**src/rtl/doorlock_lockout.sv**
```systemverilog
// ----------------------------------------------------------------------------
// doorlock_lockout
//   Keypad door-lock controller with PIN entry, timed auto-relock, consecutive
//   failure counting with a timed alarm lockout, and PIN change from OPEN.
//   Inputs are single-cycle pulses from an upstream debounce/edge detector.
//
// Ports
//   clk          system clock
//   n_rst        asynchronous active-low reset
//   star         pulse: clear / cancel / enter PIN-set mode
//   sharp        pulse: submit / relock
//   number[9:0]  pulse per digit, bit k = digit k (one-hot only is valid)
//   open         door open (state OPEN)
//   alarm        lockout alarm (state LOCKOUT)
//   mode_active  locked and accepting a PIN (state ACTIVE)
//   mode_set     entering a new PIN (state SET)
//   fail_cnt     consecutive wrong submissions so far
//   digit_cnt    digits currently held in the entry buffer
// ----------------------------------------------------------------------------
module doorlock_lockout #(
   parameter int unsigned           PIN_LEN        = 4,
   parameter logic [4*PIN_LEN-1:0]  DEFAULT_PIN    = 16'h1234,
   parameter int unsigned           MAX_FAIL       = 3,
   parameter int unsigned           OPEN_CYCLES    = 250_000_000,
   parameter int unsigned           LOCKOUT_CYCLES = 500_000_000
) (
   input  logic                              clk,
   input  logic                              n_rst,
   input  logic                              star,
   input  logic                              sharp,
   input  logic [9:0]                        number,
   output logic                              open,
   output logic                              alarm,
   output logic                              mode_active,
   output logic                              mode_set,
   output logic [$clog2(MAX_FAIL+1)-1:0]     fail_cnt,
   output logic [$clog2(PIN_LEN+1)-1:0]      digit_cnt
);

   localparam int unsigned ENTRY_W = 4 * PIN_LEN;
   localparam int unsigned FAIL_W  = $clog2(MAX_FAIL + 1);
   localparam int unsigned CNT_W   = $clog2(PIN_LEN + 1);
   localparam int unsigned MAX_CYC = (OPEN_CYCLES > LOCKOUT_CYCLES) ? OPEN_CYCLES
                                                                    : LOCKOUT_CYCLES;
   localparam int unsigned TIMER_W = (MAX_CYC > 1) ? $clog2(MAX_CYC) : 1;

   typedef enum logic [1:0] {
      S_ACTIVE  = 2'd0,
      S_OPEN    = 2'd1,
      S_SET     = 2'd2,
      S_LOCKOUT = 2'd3
   } state_t;

   state_t               state_q,  state_d;
   logic [ENTRY_W-1:0]   pin_q,    pin_d;
   logic [ENTRY_W-1:0]   entry_q,  entry_d;
   logic [CNT_W-1:0]     dcnt_q,   dcnt_d;
   logic [FAIL_W-1:0]    fail_q,   fail_d;
   logic [TIMER_W-1:0]   timer_q,  timer_d;
   logic                 open_q, alarm_q, active_q, set_q;

   logic [3:0]           hot_cnt;
   logic [3:0]           digit;
   logic                 digit_vld;
   logic                 entry_full;
   logic [ENTRY_W-1:0]   entry_shift;

   // One-hot digit decode; zero or multiple bits set is not a digit.
   always_comb begin
      hot_cnt = '0;
      digit   = '0;
      for (int k = 0; k < 10; k++) begin
         if (number[k]) begin
            hot_cnt = hot_cnt + 4'd1;
            digit   = 4'(k);
         end
      end
      digit_vld = (hot_cnt == 4'd1);
   end

   assign entry_full  = (dcnt_q == CNT_W'(PIN_LEN));
   // Newest digit enters the low nibble so the first digit ends in the MS nibble.
   assign entry_shift = (entry_q << 4) | ENTRY_W'(digit);

   // State register and datapath registers.
   always_ff @(posedge clk or negedge n_rst) begin
      if (!n_rst) begin
         state_q  <= S_ACTIVE;
         pin_q    <= DEFAULT_PIN;
         entry_q  <= '0;
         dcnt_q   <= '0;
         fail_q   <= '0;
         timer_q  <= '0;
         open_q   <= 1'b0;
         alarm_q  <= 1'b0;
         active_q <= 1'b1;
         set_q    <= 1'b0;
      end else begin
         state_q  <= state_d;
         pin_q    <= pin_d;
         entry_q  <= entry_d;
         dcnt_q   <= dcnt_d;
         fail_q   <= fail_d;
         timer_q  <= timer_d;
         open_q   <= (state_d == S_OPEN);
         alarm_q  <= (state_d == S_LOCKOUT);
         active_q <= (state_d == S_ACTIVE);
         set_q    <= (state_d == S_SET);
      end
   end

   // Next-state logic; event priority is star > sharp > digit.
   always_comb begin
      state_d = state_q;
      pin_d   = pin_q;
      entry_d = entry_q;
      dcnt_d  = dcnt_q;
      fail_d  = fail_q;
      timer_d = timer_q;

      unique case (state_q)
         S_ACTIVE: begin
            if (star) begin
               entry_d = '0;
               dcnt_d  = '0;
            end else if (sharp) begin
               entry_d = '0;
               dcnt_d  = '0;
               if (entry_full && (entry_q == pin_q)) begin
                  state_d = S_OPEN;
                  fail_d  = '0;
                  timer_d = TIMER_W'(OPEN_CYCLES - 1);
               end else if (fail_q == FAIL_W'(MAX_FAIL - 1)) begin
                  state_d = S_LOCKOUT;
                  fail_d  = FAIL_W'(MAX_FAIL);
                  timer_d = TIMER_W'(LOCKOUT_CYCLES - 1);
               end else begin
                  fail_d  = fail_q + FAIL_W'(1);
               end
            end else if (digit_vld && !entry_full) begin
               entry_d = entry_shift;
               dcnt_d  = dcnt_q + CNT_W'(1);
            end
         end

         S_OPEN: begin
            // Digits are ignored; entry is already empty on entry to OPEN.
            if (star) begin
               state_d = S_SET;
               entry_d = '0;
               dcnt_d  = '0;
            end else if (sharp || (timer_q == '0)) begin
               state_d = S_ACTIVE;
               entry_d = '0;
               dcnt_d  = '0;
            end else begin
               timer_d = timer_q - TIMER_W'(1);
            end
         end

         S_SET: begin
            if (star) begin
               state_d = S_ACTIVE;
               entry_d = '0;
               dcnt_d  = '0;
            end else if (sharp) begin
               entry_d = '0;
               dcnt_d  = '0;
               if (entry_full) begin
                  pin_d   = entry_q;
                  state_d = S_ACTIVE;
               end
            end else if (digit_vld && !entry_full) begin
               entry_d = entry_shift;
               dcnt_d  = dcnt_q + CNT_W'(1);
            end
         end

         S_LOCKOUT: begin
            // All inputs ignored until the alarm period expires.
            if (timer_q == '0) begin
               state_d = S_ACTIVE;
               fail_d  = '0;
               entry_d = '0;
               dcnt_d  = '0;
            end else begin
               timer_d = timer_q - TIMER_W'(1);
            end
         end

         default: begin
            state_d = S_ACTIVE;
            entry_d = '0;
            dcnt_d  = '0;
         end
      endcase
   end

   assign open        = open_q;
   assign alarm       = alarm_q;
   assign mode_active = active_q;
   assign mode_set    = set_q;
   assign fail_cnt    = fail_q;
   assign digit_cnt   = dcnt_q;

endmodule

```
**config.mk**
```make
export PLATFORM = sky130hd
export DESIGN_NAME = doorlock_lockout
export DESIGN_NICKNAME = d
export VERILOG_FILES = /design/src/rtl/doorlock_lockout.sv
export SDC_FILE = /design/constraint.sdc
export NUM_CORES = 1
export LEC_CHECK = 0
export CAP_MARGIN = 25
export CORE_ASPECT_RATIO = 0.9
export CORE_MARGIN = 1
export CORE_UTILIZATION = 25
export DETAILED_ROUTE_END_ITERATION = 16
export PLACE_DENSITY_LB_ADDON = 0.12
export SLEW_MARGIN = 0
export SYNTH_ARGS = -nofsm -noshare
export SYNTH_HDL_FRONTEND = slang
export SYNTH_SLANG_ARGS = --single-unit
```
**constraint.sdc**
```tcl
create_clock -name clk -period 8.7 [get_ports clk]
set_input_delay 1.305 -clock clk [delete_from_list [all_inputs] [get_ports clk]]
set_output_delay 1.305 -clock clk [all_outputs]
set_load 0.005 [all_outputs]
```
==> impl_metrics.env <==
export IMPL_status="complete, but fails checks"
export IMPL_violations="DRC"
export IMPL_cts_resized_gates=0
export IMPL_synth_largest_area_cell="dfrtp_1"
export IMPL_cts_max_path_buffers=2
export IMPL_synthAdderAreaFrac_pct=4.16
export IMPL_grt_ovfl_total=0
export IMPL_clock_power_share_pct=29.0
export IMPL_p_seq_share_pct=40.1
export IMPL_drive_gt1_share_pct=13.2
export IMPL_grt_pass1_wl_um=16200
export IMPL_place_congestion=0.714
export IMPL_synthTopCellsByCount="dfrtp_1, nand2_1, nor2_1"
export IMPL_synth_compound_gate_area_share_pct=13.6
export IMPL_fmax_mhz=127
export IMPL_rows=44
export IMPL_synth_top_family_by_area="simple AND/OR/NAND/NOR gates"
export IMPL_synth_edf_count=0
export IMPL_setup_viol=0
export IMPL_cp_end_kind="register"
export IMPL_finalWirelength_um=9550
export IMPL_p_sw_w=0.000428
export IMPL_synth_ff_type="dfrtp_1"
export IMPL_hold_viol=0
export IMPL_hpwlAfterDp_um=6650
export IMPL_p_leak_nw=2.20
export IMPL_synth_warnings=0
export IMPL_tns_ns=0
export IMPL_clkTransAtPathRegs_ns=0.06
export IMPL_grt_max_degree=73
export IMPL_numCtsBuffers=9
export IMPL_r2r_start="timer_q[3]"
export IMPL_reg2regPathDepth=9
export IMPL_swShare_pct=34.4
export IMPL_rsz0062_at_grt="no"
export IMPL_initial_utilization_pct=25.8
export IMPL_syn_nets=451
export IMPL_cts_sinks=72
export IMPL_port_buffers=22
export IMPL_netlist_instances=423
export IMPL_diodes=0
export IMPL_yosys_register_bits=72
export IMPL_vias=3053
export IMPL_vias_per_cell=4.66
export IMPL_r2r_end="timer_q[25]"
export IMPL_synth_seq_area_share_pct=43.0
export IMPL_finalCriticalPeriod_ns=7.85
export IMPL_cp_start_kind="input pin"
export IMPL_final_antenna_net_count=0
export IMPL_skew_ns=0.00704
export IMPL_drt_iter0_drc=130
export IMPL_crit_type="input pin to register"
export IMPL_hold_depth=1
export IMPL_synth_most_common_cell="dfrtp_1"
export IMPL_path_depth=29
export IMPL_slew_violations=0
export IMPL_cp_required_ns=8.97
export IMPL_synth_top_area_share_pct=39.2
export IMPL_grt_pass1_vias=3065
export IMPL_core_area_um2=16300
export IMPL_synthTopCellsByArea="dfrtp_1, xor2_1, mux2_2"
export IMPL_synth_xor_area_share_pct=12.7
export IMPL_die_y_um=125
export IMPL_antenna_found_initial=0
export IMPL_wl_per_cell_um=14.6
export IMPL_async_reset_ff_share_pct=100
export IMPL_fin_crit_sh_pct=90.2
export IMPL_die_area_um2=17400
export IMPL_dp_slack_ns=0.493
export IMPL_yosys_area_share_simple_pct=17.8
export IMPL_register_area_um2=1810
export IMPL_drc=4
export IMPL_p_comb_share_pct=30.9
export IMPL_first_pass_iters=10
export IMPL_crit_start="number[0]"
export IMPL_root_buffer="clkbuf_16"
export IMPL_h_tree_depth=3
export IMPL_clock_latency_ns=0.33
export IMPL_die_w_um=139
export IMPL_grtUsageTotal_pct=11.8
export IMPL_cp_endpoint="entry_q[2]"
export IMPL_synthToLayoutAreaGrowth_pct=17.5
export IMPL_power_density_nw_per_um2=251
export IMPL_synth_area_per_cell_um2=9.95
export IMPL_crit_top_cell="ha_1"
export IMPL_multiInputGateArea_um2=2250
export IMPL_ys_types=55
export IMPL_path_delay_family="adder cells"
export IMPL_cts_tree="built"
export IMPL_internal_power_w=0.000816
export IMPL_cp_max_fo=11
export IMPL_post_cts_repair_setup_buffers=0
export IMPL_cp_data_arrival_time_ns=8.11
export IMPL_hold_buffers=0
export IMPL_max_stage_delay_ns=0.48
export IMPL_worst_slack_ns=0.853
export IMPL_cap_violations=0
export IMPL_hp_class="register to register"
export IMPL_tightest_slew_ns=0.654
export IMPL_boundaryPins=23
export IMPL_crit_buf_inv=4
export IMPL_synth_area_um2=4210
export IMPL_yosys_mux_area_fraction_pct=5.32
export IMPL_fin_nets=471
export IMPL_cpMaxStageDelayCell="clkdlybuf4s50_1"
export IMPL_fillers=1697
export IMPL_ir_drop_uv=77.2
export IMPL_power_total_w=0.00124
export IMPL_reg2reg_slack_ns=4.85
export IMPL_slew_headroom_pct=56.4
export IMPL_hold_ws_ns=0.502
[layout by cell type, fill, tap and decap left out, types with 3 or more instances in the layout]
cell type        count
xnor3_1              4
ha_1                14
nor4_1               6
and2_1               6
a31oi_1              9
clkdlybuf4s50_1     21
nand2_1             39
dfrtp_1             66
o21ai_0             23
mux2_2              19
nand3_1             11
clkbuf_16            9
clkinv_2             5
a22o_1              15
a21oi_1             17
and3_1               5
or3_1                4
nor2_1              31
buf_4                5
xnor2_1             15
a221o_1              6
xor2_1              30
nand4_1              4
inv_1               15
nor3_1              19
xnor2_2              3
dfstp_2              6
[worst reg2reg max path: stages (launching register included)]
cell and delay [ns]:
dfrtp_1 0.42, or4_4 0.58, or4_4 0.47, nor4_2 0.56
or2_1 0.31, and2_1 0.55, inv_2 0.30, a31oi_1 0.20
a311oi_1 0.07, a221o_1 0.28
[logic make-up after synthesis]
| logic type | after synthesis |
|---|---|
| adder cells (fa/ha/maj) | 14 |
| flip-flops | 72 |
| buffers and inverters | 34 |
| multiplexers | 20 |
| AO/OA/AOI/OAI | 85 |
| AND/OR/NAND/NOR | 146 |
| XOR/XNOR | 52 |
[worst min-delay path by stage]
stage	start	end	slack, ns
after floorplan	timer_q[0]	timer_q[0]	0.46
after global placement	timer_q[0]	timer_q[0]	0.49
after detailed placement	timer_q[0]	timer_q[0]	0.50
after CTS	timer_q[0]	timer_q[0]	0.51
after global routing	timer_q[0]	timer_q[0]	0.54
final	timer_q[0]	timer_q[0]	0.50
[per-layer routing]
metal,track usage [%],wire length [µm]
met1,16.6,5150
met2,18.0,4060
met3,2.26,231
met4,3.73,106
met5,0,0
[cell type report]
class / count / share of cell area, %
Clock buffer: 9 / 4.55
Clock inverter: 7 / 1.26
Inverter: 16 / 1.21
Multi-Input combinational cell: 317 / 45.6
Sequential cell: 72 / 36.6
Tap cell: 207 / 5.24
Timing Repair Buffer: 27 / 5.57
[power by group through the flow]
stage / combinational (W) / clock (W) / sequential (W)
5_1_grt: 0.000432 / 0.000390 / 0.000513
4_1_cts: 0.000389 / 0.000370 / 0.000498
3_3_place_gp: 0.000379 / 0 / 0.000503
6_report: 0.000384 / 0.000361 / 0.000499
2_1_floorplan: 0.000292 / 0 / 0.000480
3_5_place_dp: 0.000384 / 0 / 0.000504
[per-stage QoR]
| stage | utilization (%) | area, µm² | std cells |
|---|---|---|---|
| 2_1_floorplan | - | 4210 | 423 |
| 3_3_place_gp | 28.4 | 4630 | 638 |
| 3_5_place_dp | 28.4 | 4630 | 638 |
| 4_1_cts | 30.2 | 4920 | 654 |
| 5_1_grt | 30.4 | 4950 | 655 |
| 6_report | 30.4 | 4950 | 655 |
[flip-flops by register name, summed over array words and instances, names as in the netlist]
| register | cells |
|---|---|
| entry_q | 16 |
| mode_active | 1 |
| open | 1 |
| mode_set | 1 |
| alarm | 1 |
| state_q | 2 |
| fail_cnt | 2 |
| timer_q | 29 |
| pin_q | 16 |
| digit_cnt | 3 |
Note: power is estimated with default switching activity, not from simulation.
